File: config.mk
export PLATFORM = sky130hd
export DESIGN_NAME = branch_predict_queue
export DESIGN_NICKNAME = d
export VERILOG_FILES = /design/src/rtl/bpq_pkg.sv /design/src/rtl/bpq_ptr.sv /design/src/rtl/branch_predict_queue.sv
export SDC_FILE = /design/constraint.sdc
export NUM_CORES = 1
export LEC_CHECK = 0
export ABC_AREA = 0
export BUFFER_PORTS_ARGS = -buffer_cell sky130_fd_sc_hd__buf_2
export CAP_MARGIN = 10
export CORE_MARGIN = 4
export CORE_UTILIZATION = 55
export DETAILED_ROUTE_END_ITERATION = 8
export PLACE_DENSITY = 0.73
export SETUP_SLACK_MARGIN = 0.5
export SYNTH_ARGS = -nofsm -noshare
export SYNTH_HDL_FRONTEND = slang
export SYNTH_SLANG_ARGS = --single-unit
File: constraint.sdc
create_clock -name clk -period 4.2 [get_ports clk]
set_input_delay 1.26 -clock clk [delete_from_list [all_inputs] [get_ports clk]]
set_output_delay 1.26 -clock clk [all_outputs]
set_load 0.005 [all_outputs]
File: src/rtl/bpq_pkg.sv
// Shared types and defaults for the in-flight branch queue: entry layout,
// size defaults and the misprediction test used at retirement.
package bpq_pkg;

    localparam int BPQ_DEPTH = 8;
    localparam int BPQ_PC_W  = 10;
    localparam int BPQ_TAG_W = $clog2(BPQ_DEPTH);

    typedef struct packed {
        logic                Valid;
        logic                Resolved;
        logic [BPQ_PC_W-1:0] PC;
        logic [1:0]          Counter;
        logic                Taken;
    } entry_t;

    // Counter MSB is the direction the predictor chose.
    function automatic logic mispredicted(input logic [1:0] counter, input logic taken);
        return counter[1] != taken;
    endfunction

endpackage

File: src/rtl/bpq_ptr.sv
// Wrapping queue pointer: load wins over increment, wraps modulo 2**TAG_W.
// Single-cycle update; no backpressure of its own.
module bpq_ptr #(
    parameter int TAG_W = 3
) (
    input  logic             clk,
    input  logic             rst,
    input  logic             Inc,
    input  logic             Load,
    input  logic [TAG_W-1:0] LoadValue,
    output logic [TAG_W-1:0] Ptr
);

    localparam logic [TAG_W-1:0] One = 1;

    always_ff @(posedge clk) begin
        if (rst) begin
            Ptr <= '0;
        end else if (Load) begin
            Ptr <= LoadValue;
        end else if (Inc) begin
            Ptr <= Ptr + One;
        end
    end

endmodule

File: src/rtl/branch_predict_queue.sv
// In-flight branch tracker: in-order retire to the predictor update port one cycle after pop,
// out-of-order resolve by tag; PredReady drops when full (no look-ahead), mispredict flushes younger entries.
module branch_predict_queue
    import bpq_pkg::*;
#(
    parameter int DEPTH = BPQ_DEPTH,
    parameter int PC_W  = BPQ_PC_W,
    parameter int TAG_W = $clog2(DEPTH)
) (
    input  logic             clk,
    input  logic             rst,
    input  logic             PredValid,
    input  logic [PC_W-1:0]  PredPC,
    input  logic [1:0]       PredCounter,
    output logic             PredReady,
    output logic [TAG_W-1:0] PredTag,
    input  logic             ResolveValid,
    input  logic [TAG_W-1:0] ResolveTag,
    input  logic             ResolveTaken,
    output logic [PC_W-1:0]  CommitedBranchPC,
    output logic             BranchTaken,
    output logic [1:0]       BranchCounter,
    output logic             CounterUpdate,
    output logic             Mispredict,
    output logic             Empty
);

    localparam logic [TAG_W:0]   FullCount = (TAG_W + 1)'(DEPTH);
    localparam logic [TAG_W:0]   CountOne  = 1;
    localparam logic [TAG_W-1:0] PtrOne    = 1;

    entry_t           entries [DEPTH];
    logic [TAG_W-1:0] head;
    logic [TAG_W-1:0] tail;
    logic [TAG_W:0]   count;

    entry_t           headEntry;
    logic             pop;
    logic             flush;
    logic             enq;
    logic             resolveHit;
    logic [TAG_W-1:0] headPlusOne;

    assign headEntry   = entries[head];
    assign pop         = headEntry.Valid & headEntry.Resolved;
    assign flush       = pop & mispredicted(headEntry.Counter, headEntry.Taken);
    assign PredReady   = (count != FullCount);
    assign PredTag     = tail;
    assign Empty       = (count == '0);
    // Wrong-path traffic arriving alongside a flushing retire is dropped.
    assign enq         = PredValid & PredReady & ~flush;
    assign resolveHit  = ResolveValid & entries[ResolveTag].Valid
                       & ~entries[ResolveTag].Resolved & ~flush;
    assign headPlusOne = head + PtrOne;

    bpq_ptr #(.TAG_W(TAG_W)) u_headPtr (
        .clk       (clk),
        .rst       (rst),
        .Inc       (pop),
        .Load      (1'b0),
        .LoadValue ('0),
        .Ptr       (head)
    );

    // On flush the tail restarts right behind the popped entry, i.e. at the new head.
    bpq_ptr #(.TAG_W(TAG_W)) u_tailPtr (
        .clk       (clk),
        .rst       (rst),
        .Inc       (enq),
        .Load      (flush),
        .LoadValue (headPlusOne),
        .Ptr       (tail)
    );

    always_ff @(posedge clk) begin
        if (rst) begin
            for (int i = 0; i < DEPTH; i++) begin
                entries[i] <= '0;
            end
        end else if (flush) begin
            for (int i = 0; i < DEPTH; i++) begin
                entries[i].Valid    <= 1'b0;
                entries[i].Resolved <= 1'b0;
            end
        end else begin
            // enqueue, resolve and pop never address the same slot in one cycle
            if (enq) begin
                entries[tail] <= '{Valid: 1'b1, Resolved: 1'b0, PC: PredPC,
                                   Counter: PredCounter, Taken: 1'b0};
            end
            if (resolveHit) begin
                entries[ResolveTag].Resolved <= 1'b1;
                entries[ResolveTag].Taken    <= ResolveTaken;
            end
            if (pop) begin
                entries[head].Valid <= 1'b0;
            end
        end
    end

    always_ff @(posedge clk) begin
        if (rst) begin
            count <= '0;
        end else if (flush) begin
            count <= '0;
        end else if (enq && !pop) begin
            count <= count + CountOne;
        end else if (pop && !enq) begin
            count <= count - CountOne;
        end
    end

    always_ff @(posedge clk) begin
        if (rst) begin
            CounterUpdate    <= 1'b0;
            Mispredict       <= 1'b0;
            CommitedBranchPC <= '0;
            BranchTaken      <= 1'b0;
            BranchCounter    <= '0;
        end else begin
            CounterUpdate <= pop;
            Mispredict    <= flush;
            if (pop) begin
                CommitedBranchPC <= headEntry.PC;
                BranchTaken      <= headEntry.Taken;
                BranchCounter    <= headEntry.Counter;
            end
        end
    end

endmodule

# == Word level (Yosys, flattened, before mapping) ==
# Memories as Yosys holds them, arrays and structs flattened. A register that Yosys moved wholly into a read port is not among the register bits.
# Index checks and enable logic that the tools add are counted.
# op_classes
addsub,4
n_eq_ne,2
mux,48
n_bitwise,25
n_reduce_logical,11
# op_table
cell,count
$mux W15,3
$reduce_or A15 Y1,3
$mux W1,33
$mux W3,9
$or A1 B1 Y1,16
$mux W4,3
$and A1 B1 Y1,7
$add A3 B1 Y3 const B,2
$add A4 B1 Y4 const B,1
$logic_not A4 Y1,1
$ne A4 B4 Y1 const B,1
$reduce_bool A2 Y1,2
$sub A4 B1 Y4 const B,1
$logic_and A1 B1 Y1,2
$logic_not A1 Y1,2
$not A1 Y1,2
$reduce_or A2 Y1,1
$ne A1 B1 Y1,1
# totals
register_bits,25
mem_bits_rw,120
output_inout_bits,20
elab_cells,99
n_memories,1
# memory_table
name,depth,word_bits,read_ports,rd_ports_with_merged_regs,write_ports,line_no,text
entries,8,15,2,1,8,branch_predict_queue.sv:32,entry_t entries [DEPTH];

# == Logic depth before layout (Yosys ltp) ==
# Gate-level depths: netlist of run 1.
# depth
word_depth,10
mapped_depth,16
ltp_nobuf,14

# == By module ==
# A second synthesis of run 1 with hierarchy kept.
# hier_totals
hier_cells,561
area_unflattened_um2,6931.6
# modules_own_cells
module,instances,cells_each,area_each_um2
branch_predict_queue,1,531,6613.8
bpq_ptr,2,15,158.9

# == Least setup slack after synthesis of run 1 ==
# No wires, ideal clock.
# synth_timing
kind,input to register
from,in ResolveTag[2]
to,"mem entries[1][0] (netlist name), enable pin"
arrival_ns,3.077
slack_ns,0.808
path_stages,7
path_buffers,2
cell_sequence,clkbuf_1 mux2_2 a22o_1 a2111o_1 or3_4 buf_6 o31ai_2
# synth_lines
item,line_no,text
"start, declared",branch_predict_queue.sv:18,"input logic [TAG_W-1:0] ResolveTag,"
"end, declared",branch_predict_queue.sv:32,

==> qor.json, run 1 <==
{
  "run_status": {"value": "completed"},
  "final.setup.tns": {"value": 0, "unit": "ps"},
  "top_level_ports": {"value": 40},
  "p_int": {"value": 0.00275, "unit": "W"},
  "yosysSeqAreaShare": {"value": 0.589},
  "critical_path.reg2reg.endpoint": {"value": "count[3]"},
  "switching_power": {"value": 0.000839, "unit": "W"},
  "pwr-share-clk": {"value": 0.415},
  "buffer_ports.inserted": {"value": 39},
  "area_delta_synth_final": {"value": 14.6, "unit": "%"},
  "timing.critical_path.fanout_max": {"value": 13},
  "report.final.setup_viol": {"value": 0},
  "core.rowCount": {"value": 40},
  "max_cap_viol_count": {"value": 0},
  "fp.dieH": {"value": 119, "unit": "um"},
  "layout-drive-gt1-share": {"value": 0.223},
  "synth_enable_flop_cells": {"value": 104},
  "ys.warnings.count": {"value": 0},
  "cts_tree": {"value": "built"},
  "worst_setup_hold_path_clk_slew": {"value": 60, "unit": "ps"},
  "synth_flop_cell": {"value": "sky130_fd_sc_hd__edfxtp_1"},
  "final.fill_count": {"value": 921},
  "final_total_power": {"value": 0.00359, "unit": "W"},
  "cts_max_path_buffers": {"value": 2},
  "final_core_utilization": {"value": 0.646},
  "power.switching_fraction": {"value": 0.234},
  "synth_cell_types": {"value": 51},
  "rsz0062_at_grt": {"value": "no"},
  "worstSetupPathType": {"value": "register to register"},
  "number_of_antenna_violations_at_the_first_check_in_global_routing": {"value": 0},
  "fp.dieArea": {"value": 14200, "unit": "um2"},
  "finalHoldViolations": {"value": 0},
  "avgSynthCellArea": {"value": 13.0, "unit": "um2"},
  "cts-root-buf": {"value": "sky130_fd_sc_hd__clkbuf_16"},
  "count_of_state_elements_after_synthesis": {"value": 148},
  "place.gp.congestion": {"value": 0.866},
  "worst-r2r-cell-count": {"value": 15},
  "holdCritStartpoint": {"value": "CommitedBranchPC[0]"},
  "netlist.top_cell.by_area": {"value": "sky130_fd_sc_hd__edfxtp_1"},
  "hpwlAfterDp": {"value": 10200, "unit": "um"},
  "top_cells_by_area_synth": {"value": "sky130_fd_sc_hd__edfxtp_1 (46%), sky130_fd_sc_hd__dfxtp_1 (13%), sky130_fd_sc_hd__mux4_2 (9.3%)"},
  "worst_hold_path_type": {"value": "register to register"},
  "cp-end-kind": {"value": "register"},
  "avgViaCountPerCell": {"value": 5.93},
  "syn-instance-count": {"value": 525},
  "power.density_cell_area": {"value": 461, "unit": "nW/um2"},
  "global_route_wire_length_before_repair": {"value": 24800, "unit": "um"},
  "layout.cells.non_filler": {"value": 752},
  "seq_power_share": {"value": 0.478},
  "detail_route.first_pass.iterations": {"value": 5},
  "synthArstFlopShare": {"value": 0},
  "antenna-diode-count": {"value": 0},
  "ant_nets": {"value": 0},
  "r2r_slack": {"value": 860, "unit": "ps"},
  "cts_buffers": {"value": 17},
  "synthesis.nets": {"value": 551},
  "sinks_on_clock_net": {"value": 148},
  "route.final.wire_length": {"value": 15900, "unit": "um"},
  "detailedRoute.firstIterationViolations": {"value": 507},
  "synth_top_area_frac": {"value": 0.459},
  "placed_cells_incl_taps": {"value": 718},
  "slew_headroom": {"value": 0.449},
  "finClkSkew": {"value": 8.96, "unit": "ps"},
  "power_leakage": {"value": 2.88, "unit": "nW"},
  "max_freq": {"value": 299, "unit": "MHz"},
  "floorplan.initialDensity": {"value": 0.564},
  "crit_path_arrival_time": {"value": 3650, "unit": "ps"},
  "drt-wirelength-per-cell": {"value": 21.1, "unit": "um"},
  "finish.net_count": {"value": 597},
  "final_min_period_over_clock_period": {"value": 0.796},
  "core": {"value": 12100, "unit": "um2"},
  "clock_insertion_delay_worst_skew": {"value": 420, "unit": "ps"},
  "track_usage": {"value": 0.236},
  "cp_data_required_time": {"value": 4500, "unit": "ps"},
  "overflow": {"value": 0},
  "min_delay_worst_endpoint": {"value": "CommitedBranchPC[0]"},
  "worst_pin_slew": {"value": 820, "unit": "ps"},
  "finalCriticalPeriod": {"value": 3340, "unit": "ps"},
  "htree_num_levels": {"value": 4},
  "syn_area": {"value": 6800, "unit": "um2"},
  "ir_worst_vdd": {"value": 0.271, "unit": "mV"},
  "final_max_slew_viol_count": {"value": 0},
  "grt_start_max_net_pins": {"value": 42},
  "multi_input_comb_area": {"value": 2600, "unit": "um2"},
  "crit_path_start_kind": {"value": "register"},
  "p_comb_frac": {"value": 0.107},
  "register_area": {"value": 4010, "unit": "um2"},
  "vias": {"value": 4460},
  "first_global_vias": {"value": 4411},
  "die-width": {"value": 119, "unit": "um"},
  "whs_path_depth": {"value": 2},
  "route.detailed.drc": {"value": 0}
}
cell families after synthesis:
logic type                 share of synthesized area
and+or+nand+nor                                0.158
DFF                                            0.589
AOI/OAI and AO/OA                             0.0763
muxes                                          0.121
buffers and inverters                         0.0302
xor gates and xnor gates                      0.0129
adders and majority gates                     0.0121
metal layers:
layer	routed length, um	part of all wire	global-route usage	vias up
met2	7540	0.47	0.368	205
met5	0	0	0	-
li1	-	-	-	2019
met3	1460	0.092	0.0546	23
met4	229	0.014	0.0847	0
met1	6650	0.42	0.325	2213
critical path, stage by stage (launching register included):
cell                      delay (ps)
sky130_fd_sc_hd__dfxtp_4         400
sky130_fd_sc_hd__mux4_2          510
sky130_fd_sc_hd__mux2i_1         250
sky130_fd_sc_hd__xor2_1          180
sky130_fd_sc_hd__buf_4           210
sky130_fd_sc_hd__nand2_1         170
sky130_fd_sc_hd__and2_1          190
sky130_fd_sc_hd__ha_1            210
sky130_fd_sc_hd__inv_1           120
sky130_fd_sc_hd__ha_1            240
sky130_fd_sc_hd__a21o_1          170
sky130_fd_sc_hd__a21oi_1         170
sky130_fd_sc_hd__xnor2_1         130
sky130_fd_sc_hd__nor2_1           70
sky130_fd_sc_hd__xnor2_1         150
sky130_fd_sc_hd__nor2_1           50
stage by stage:
step           worst slack (ps)  instance area [um2]  hold WS (ps)
2_1_floorplan               808                 6800           457
3_3_place_gp                660                 7190           484
3_5_place_dp                584                 7190           488
4_1_cts                     603                 7770           496
5_1_grt                     618                 7790           517
6_report                    856                 7790           494
power by group through the flow:
stage	sequential, W	clock [W]	combinational, W
after floorplan	0.00173	0	0.000263
after global placement	0.00174	0	0.000368
after detailed placement	0.00175	0	0.000383
after CTS	0.00172	0.00151	0.000385
after global routing	0.00173	0.00157	0.000425
final	0.00172	0.00149	0.000384
flip-flops by register name (all words and copies together) (netlist names), named ones only:
register and count:
CounterUpdate 1, Mispredict 1, u_headPtr.Ptr 3, CommitedBranchPC 10, BranchCounter 2, u_tailPtr.Ptr 3
BranchTaken 1, count 4, entries 120
layout by cell type (no fill, tap or decap), drive strengths merged, types with 18 or more instances in the layout:
cell,n
a21oi,26
dfxtp,44
nor2,34
mux4,28
clkbuf,24
and2,99
buf,60
mux2i,18
edfxtp,104
nand2,27
final cells by class:
cell class	count	share of cell area
Tap cell	168	0.0270
Inverter	10	0.00482
Clock inverter	8	0.0128
Sequential cell	148	0.514
Clock buffer	24	0.0620
Multi-Input combinational cell	334	0.334
Timing Repair Buffer	60	0.0453
cell usage after synthesis (7+ instances only):
cell type / count
sky130_fd_sc_hd__nor2b_1: 7
sky130_fd_sc_hd__nand2_1: 27
sky130_fd_sc_hd__and2_1: 99
sky130_fd_sc_hd__buf_2: 7
sky130_fd_sc_hd__mux4_2: 28
sky130_fd_sc_hd__a211oi_1: 16
sky130_fd_sc_hd__nand3_1: 8
sky130_fd_sc_hd__mux2i_1: 17
sky130_fd_sc_hd__a21oi_1: 24
sky130_fd_sc_hd__clkbuf_1: 19
sky130_fd_sc_hd__edfxtp_1: 104
sky130_fd_sc_hd__nor3_1: 8
sky130_fd_sc_hd__inv_1: 10
sky130_fd_sc_hd__nor2_1: 32
sky130_fd_sc_hd__dfxtp_1: 44
worst max path at each step:
stage                         end  cells after the start
floorplan           entries[1][0]                      7
global placement    entries[3][0]                      6
detailed placement  entries[2][0]                      6
CTS                      count[3]                     15
global route             count[3]                     15
finish                   count[3]                     15
timing repair:
action | 4_1_cts | 5_1_grt
endpoints found under the hold margin | 0 | 0
buffers inserted | 0 | 2
hold buffers | 0 | 0
resized for setup | 0 | 1
endpoints found under the setup margin | 0 | 1
No activity file was read; power rests on OpenSTA's default activity.
==> inputs of run 2 (changes only) <==
==> constraint.sdc (replaced) <==
create_clock -name clk -period 3.45 [get_ports clk]
set_input_delay 1.035 -clock clk [delete_from_list [all_inputs] [get_ports clk]]
set_output_delay 1.035 -clock clk [all_outputs]
set_load 0.005 [all_outputs]
==> run 2 against run 1 <==
Clock skew shrank 2.8 ps. Via count grew 0.54%. Hold slack is essentially flat. Clock power grew 21%. Combinational power grew 39%. Design area grew 2.7%. Fmax grew 15%. Sequential power grew 22%. Critical endpoint unchanged.
==> qor.json, run 2 (synthesis gave the netlist of run 1 again) <==
{
  "run_status": {"value": "completed"},
  "avgViaCountPerCell": {"value": 5.83},
  "cpPeakStageDelay": {"value": 540, "unit": "ps"},
  "max_cap_viol_count": {"value": 0},
  "cp-end-kind": {"value": "register"},
  "worst_setup_hold_path_clk_slew": {"value": 60, "unit": "ps"},
  "whs_path_depth": {"value": 2},
  "final_min_period_over_clock_period": {"value": 0.840},
  "worstSetupPathType": {"value": "register to register"},
  "layout_commonest_cell": {"value": "sky130_fd_sc_hd__edfxtp_1"},
  "cts_tree": {"value": "built"},
  "ir_worst_vdd": {"value": 0.354, "unit": "mV"},
  "p_comb_frac": {"value": 0.120},
  "finalHoldViolations": {"value": 0},
  "crit_buf_inv": {"value": 1},
  "worst_pin_slew": {"value": 590, "unit": "ps"},
  "layout.cells.most_common_list": {"value": "sky130_fd_sc_hd__edfxtp_1 (104), sky130_fd_sc_hd__and2_1 (98), sky130_fd_sc_hd__dfxtp_1 (43)"},
  "critical-path-top-delay-family": {"value": "multiplexers"},
  "holdCritStartpoint": {"value": "CommitedBranchPC[7]"},
  "global_route_wire_length_before_repair": {"value": 24700, "unit": "um"},
  "area_delta_synth_final": {"value": 17.7, "unit": "%"},
  "core": {"value": 12100, "unit": "um2"},
  "first_global_vias": {"value": 4381},
  "detailedRoute.firstIterationViolations": {"value": 479},
  "clock_insertion_delay_worst_skew": {"value": 420, "unit": "ps"},
  "cp_data_required_time": {"value": 3750, "unit": "ps"},
  "cts_buffers": {"value": 17},
  "vias": {"value": 4484},
  "core.rowCount": {"value": 40},
  "placed_cells_incl_taps": {"value": 732},
  "layout-drive-gt1-share": {"value": 0.263},
  "rsz0062_at_grt": {"value": "yes"},
  "number_of_flip_flops_under_the_largest_register_name": {"value": 120},
  "grt_start_max_net_pins": {"value": 36},
  "crit_slowest_cell": {"value": "sky130_fd_sc_hd__mux4_2"},
  "die-width": {"value": 119, "unit": "um"},
  "top_level_ports": {"value": 40},
  "route.detailed.drc": {"value": 0},
  "p_int": {"value": 0.00333, "unit": "W"},
  "finalCriticalPeriod": {"value": 2900, "unit": "ps"},
  "overflow": {"value": 0},
  "switching_power": {"value": 0.00109, "unit": "W"},
  "fp.dieArea": {"value": 14200, "unit": "um2"},
  "max_freq": {"value": 345, "unit": "MHz"},
  "finClkSkew": {"value": 6.19, "unit": "ps"},
  "floorplan.initialDensity": {"value": 0.564},
  "track_usage": {"value": 0.232},
  "finish.net_count": {"value": 614},
  "pwr-share-clk": {"value": 0.407},
  "largest_registers": {"value": "entries: 120 flops, CommitedBranchPC: 10 flops, count: 4 flops"},
  "route.final.wire_length": {"value": 15900, "unit": "um"},
  "detail_route.first_pass.iterations": {"value": 5},
  "power.density_cell_area": {"value": 552, "unit": "nW/um2"},
  "report.final.setup_viol": {"value": 0},
  "drt-wirelength-per-cell": {"value": 20.7, "unit": "um"},
  "sinks_on_clock_net": {"value": 148},
  "ant_nets": {"value": 0},
  "max_flop_register": {"value": "entries"},
  "fp.dieH": {"value": 119, "unit": "um"},
  "slew_headroom": {"value": 0.607},
  "seq_power_share": {"value": 0.473},
  "worst-r2r-cell-count": {"value": 14},
  "layout.cells.non_filler": {"value": 769},
  "place.gp.congestion": {"value": 0.862},
  "final_total_power": {"value": 0.00442, "unit": "W"},
  "crit_path_start_kind": {"value": "register"},
  "cts-root-buf": {"value": "sky130_fd_sc_hd__clkbuf_16"},
  "buffer_ports.inserted": {"value": 39},
  "critical_path.reg2reg.endpoint": {"value": "count[3]"},
  "final.setup.tns": {"value": 0, "unit": "ps"},
  "number_of_antenna_violations_at_the_first_check_in_global_routing": {"value": 0},
  "hpwlAfterDp": {"value": 10500, "unit": "um"},
  "worst_hold_path_type": {"value": "register to register"},
  "htree_num_levels": {"value": 4},
  "cts_max_path_buffers": {"value": 2},
  "power.switching_fraction": {"value": 0.247},
  "final_max_slew_viol_count": {"value": 0},
  "min_delay_worst_endpoint": {"value": "CommitedBranchPC[7]"},
  "r2r_slack": {"value": 550, "unit": "ps"},
  "power_leakage": {"value": 2.97, "unit": "nW"},
  "timing.hold.ws": {"value": 494, "unit": "ps"},
  "sequence_of_cells_on_the_critical_path": {"value": "mux4_2 -> mux2i_4 -> xor2_2 -> nand2_4 -> and2_4 -> ha_4 -> inv_4 -> ha_4 -> a21o_1 -> a21oi_2 -> xnor2_1 -> nor2_1 -> xnor2_1 -> nor2_1"},
  "timing.critical_path.fanout_max": {"value": 7},
  "crit_path_arrival_time": {"value": 3190, "unit": "ps"},
  "antenna-diode-count": {"value": 0}
}
## run 2: power groups by stage
| stage | logic (W) | clock network [W] | registers [W] |
|---|---|---|---|
| after global routing | 0.000581 | 0.00189 | 0.00211 |
| after CTS | 0.000515 | 0.00181 | 0.00209 |
| final | 0.000532 | 0.00180 | 0.00209 |
| after global placement | 0.000491 | 0 | 0.00212 |
| after detailed placement | 0.000504 | 0 | 0.00213 |
| after floorplan | 0.000339 | 0 | 0.00210 |
## run 2: metrics by stage
step	setup WS [ps]	area (um2)	util
2_1_floorplan	434	6840	-
3_3_place_gp	328	7340	0.609
3_5_place_dp	307	7340	0.609
4_1_cts	502	7960	0.660
5_1_grt	410	8010	0.664
6_report	553	8010	0.664
## run 2: per-layer routing
| metal | global-route usage | share of wire | routed length, um | vias to the layer above |
|---|---|---|---|---|
| li1 | - | - | - | 2061 |
| met1 | 0.328 | 0.43 | 6830 | 2217 |
| met2 | 0.370 | 0.48 | 7680 | 188 |
| met3 | 0.0489 | 0.073 | 1170 | 18 |
| met4 | 0.0601 | 0.014 | 218 | 0 |
| met5 | 0 | 0 | 0 | - |
## run 2: tightest hold or removal path, stage by stage, from the launching register on
cell and delay [ps]:
sky130_fd_sc_hd__dfxtp_1 300, sky130_fd_sc_hd__nor2_1 90, sky130_fd_sc_hd__a211oi_1 50
## run 2: worst max-delay path by stage
stage,endpoint,cells after the start
after floorplan,count[3],15
after global placement,entries[2][0],6
after detailed placement,count[3],14
after CTS,count[3],14
after global routing,count[3],14
final,count[3],14
## run 2: layout make-up
type                    instances  area, um2
flip-flops and latches        148       4010
repair buffers                 77        493
well taps                     168        210
clock buffers                  17        425
fillers                       856       4060
multi-input cells             334       2680
clock inverters                15        150
inverters                      10       40.0
## run 2: repair_timing
| action | CTS | global route |
|---|---|---|
| setup buffers | 1 | 4 |
| hold buffers | 0 | 0 |
| pin swaps | 1 | 6 |
| endpoints found under the setup margin | 12 | 12 |
| resized for setup | 6 | 3 |
==> inputs of run 3 (changes only) <==
==> constraint.sdc (replaced) <==
create_clock -name clk -period 2.7 [get_ports clk]
set_input_delay 0.81 -clock clk [delete_from_list [all_inputs] [get_ports clk]]
set_output_delay 0.81 -clock clk [all_outputs]
set_load 0.005 [all_outputs]
==> run 3 against run 2 <==
The flow now finishes with violations (negative setup slack). Sequential power increased by 28%. Via count grew 23%. Sequential share of layout area down 9.0 points. Combinational power grew 130%. Critical path type unchanged. Largest cell class unchanged. Largest power group unchanged.
==> qor.json, run 3 (synthesis gave the netlist of run 1 again) <==
{
  "floorplan.initialDensity": {"value": 0.564},
  "track_usage": {"value": 0.301},
  "timing.hold.ws": {"value": 499, "unit": "ps"},
  "first_global_vias": {"value": 5337},
  "timing.final.ws_setup": {"value": -238, "unit": "ps"},
  "global_route_wire_length_before_repair": {"value": 31700, "unit": "um"},
  "cp-end-kind": {"value": "register"},
  "place.gp.congestion": {"value": 0.926},
  "grt_start_max_net_pins": {"value": 27},
  "largest_registers": {"value": "entries: 120 flops, CommitedBranchPC: 10 flops, count: 4 flops"},
  "worst_pin_slew": {"value": 621, "unit": "ps"},
  "final_min_period_over_clock_period": {"value": 1.09},
  "finish.net_count": {"value": 696},
  "final_max_slew_viol_count": {"value": 0},
  "detailedRoute.firstIterationViolations": {"value": 754},
  "detail_route.first_pass.iterations": {"value": 5},
  "route.detailed.drc": {"value": 0},
  "number_of_antenna_violations_at_the_first_check_in_global_routing": {"value": 1},
  "finClkSkew": {"value": 16.2, "unit": "ps"},
  "vias": {"value": 5503},
  "ant_nets": {"value": 0},
  "htree_num_levels": {"value": 4},
  "failed_checks": {"value": "negative setup slack"},
  "run_status": {"value": "finished with violations"},
  "placed_cells_incl_taps": {"value": 765},
  "slew_headroom": {"value": 0.586},
  "drt-wirelength-per-cell": {"value": 27.9, "unit": "um"},
  "max_cap_viol_count": {"value": 0},
  "route.final.wire_length": {"value": 23700, "unit": "um"},
  "ir_worst_vdd": {"value": 0.495, "unit": "mV"},
  "cts-root-buf": {"value": "sky130_fd_sc_hd__clkbuf_16"},
  "core.rowCount": {"value": 40},
  "fp.dieArea": {"value": 14200, "unit": "um2"},
  "timing.critical_path.fanout_max": {"value": 3},
  "buffer_ports.inserted": {"value": 39},
  "final.setup.tns": {"value": -17480, "unit": "ps"},
  "sinks_on_clock_net": {"value": 148},
  "area_delta_synth_final": {"value": 43.5, "unit": "%"},
  "crit_path_start_kind": {"value": "register"},
  "worstSetupPathType": {"value": "register to register"},
  "die-width": {"value": 119, "unit": "um"},
  "hpwlAfterDp": {"value": 11000, "unit": "um"},
  "rsz0062_at_grt": {"value": "yes"},
  "clock_insertion_delay_worst_skew": {"value": 430, "unit": "ps"},
  "cp_data_required_time": {"value": 3010, "unit": "ps"},
  "worst_setup_hold_path_clk_slew": {"value": 70, "unit": "ps"},
  "overflow": {"value": 0},
  "max_freq": {"value": 340, "unit": "MHz"},
  "fp.dieH": {"value": 119, "unit": "um"},
  "max_flop_register": {"value": "entries"},
  "layout.cells.non_filler": {"value": 851},
  "cts_buffers": {"value": 17},
  "layout_commonest_cell": {"value": "sky130_fd_sc_hd__edfxtp_1"},
  "core": {"value": 12100, "unit": "um2"},
  "report.final.setup_viol": {"value": 215},
  "top_level_ports": {"value": 40},
  "cts_tree": {"value": "built"},
  "power_leakage": {"value": 3.71, "unit": "nW"},
  "layout-drive-gt1-share": {"value": 0.562},
  "number_of_flip_flops_under_the_largest_register_name": {"value": 120},
  "avgViaCountPerCell": {"value": 6.47},
  "layout.cells.most_common_list": {"value": "sky130_fd_sc_hd__edfxtp_1 (104), sky130_fd_sc_hd__and2_4 (80), sky130_fd_sc_hd__buf_4 (49)"},
  "worst_hold_path_type": {"value": "register to register"},
  "cts_max_path_buffers": {"value": 2},
  "crit_path_arrival_time": {"value": 3250, "unit": "ps"},
  "finalCriticalPeriod": {"value": 2940, "unit": "ps"},
  "antenna-diode-count": {"value": 0},
  "power.density_cell_area": {"value": 638, "unit": "nW/um2"},
  "finalHoldViolations": {"value": 0}
}
-- run 3: changes by cell type in the layout (fill, tap and decap cells not counted), moves of 12 or more --
cell,change
sky130_fd_sc_hd__and2_1,-79
sky130_fd_sc_hd__buf_6,+44
sky130_fd_sc_hd__and2_4,+79
sky130_fd_sc_hd__buf_4,+12
sky130_fd_sc_hd__a21oi_1,-19
-- run 3: metal layers --
| metal | track usage | vias to the layer above | part of all wire |
|---|---|---|---|
| met4 | 0.126 | 2 | 0.051 |
| li1 | - | 2225 | - |
| met5 | 0 | - | 0.00030 |
| met3 | 0.0802 | 120 | 0.12 |
| met1 | 0.398 | 2660 | 0.34 |
| met2 | 0.472 | 496 | 0.49 |
-- run 3: critical path: stages (launching register included) --
cell	delay, ps
sky130_fd_sc_hd__edfxtp_1	450
sky130_fd_sc_hd__mux4_2	540
sky130_fd_sc_hd__mux2i_4	210
sky130_fd_sc_hd__xor2_2	250
sky130_fd_sc_hd__nand2_4	70
sky130_fd_sc_hd__and2_4	160
sky130_fd_sc_hd__ha_4	160
sky130_fd_sc_hd__inv_4	60
sky130_fd_sc_hd__ha_4	190
sky130_fd_sc_hd__a21o_1	160
sky130_fd_sc_hd__a21oi_2	130
sky130_fd_sc_hd__xnor2_1	130
sky130_fd_sc_hd__nor2_1	70
sky130_fd_sc_hd__xnor2_1	160
sky130_fd_sc_hd__nor2_1	60
-- run 3: worst paths after layout --
check,end,cells past startpoint,slack (ps),start
max reg2reg,count[3],14,-240,entries[0][0]
min,BranchTaken,2,500,BranchTaken
min reg2reg,BranchTaken,2,500,BranchTaken
max,count[3],14,-240,entries[0][0]
-- run 3: repair_timing --
item	4_1_cts	5_1_grt
gates resized for setup	169	103
setup endpoints to repair	230	250
pin swaps	60	18
gates cloned	11	2
hold buffers	0	0
setup buffers	27	14
-- run 3: area by class of cell --
| cell class | instances | area [um2] |
|---|---|---|
| Timing Repair Buffer | 155 | 1490 |
| Inverter | 10 | 72.6 |
| Timing Repair inverter | 3 | 25.0 |
| Sequential cell | 148 | 4010 |
| Fill cell | 558 | 2300 |
| Multi-Input combinational cell | 335 | 3380 |
| Clock inverter | 13 | 113 |
| Clock buffer | 19 | 454 |
| Tap cell | 168 | 210 |
-- run 3: where the power goes --
| group | internal, W | switching, W | total (W) | leakage, nW |
|---|---|---|---|---|
| logic | 0.000598 | 0.000627 | 0.00123 | 2.01 |
| registers | 0.00258 | 0.0000956 | 0.00268 | 1.43 |
| clock network | 0.00126 | 0.00106 | 0.00232 | 0.263 |
-- run 3: stage by stage --
step                worst slack [ps]  instance area (um2)  power [W]  utilization
floorplan                       -271                 6930    0.00314            -
global placement                -218                 7680    0.00341        0.637
detailed placement              -291                 7680    0.00345        0.637
CTS                            -95.5                 9200    0.00597        0.763
global route                    -346                 9760    0.00640        0.809
finish                          -238                 9760    0.00623        0.809
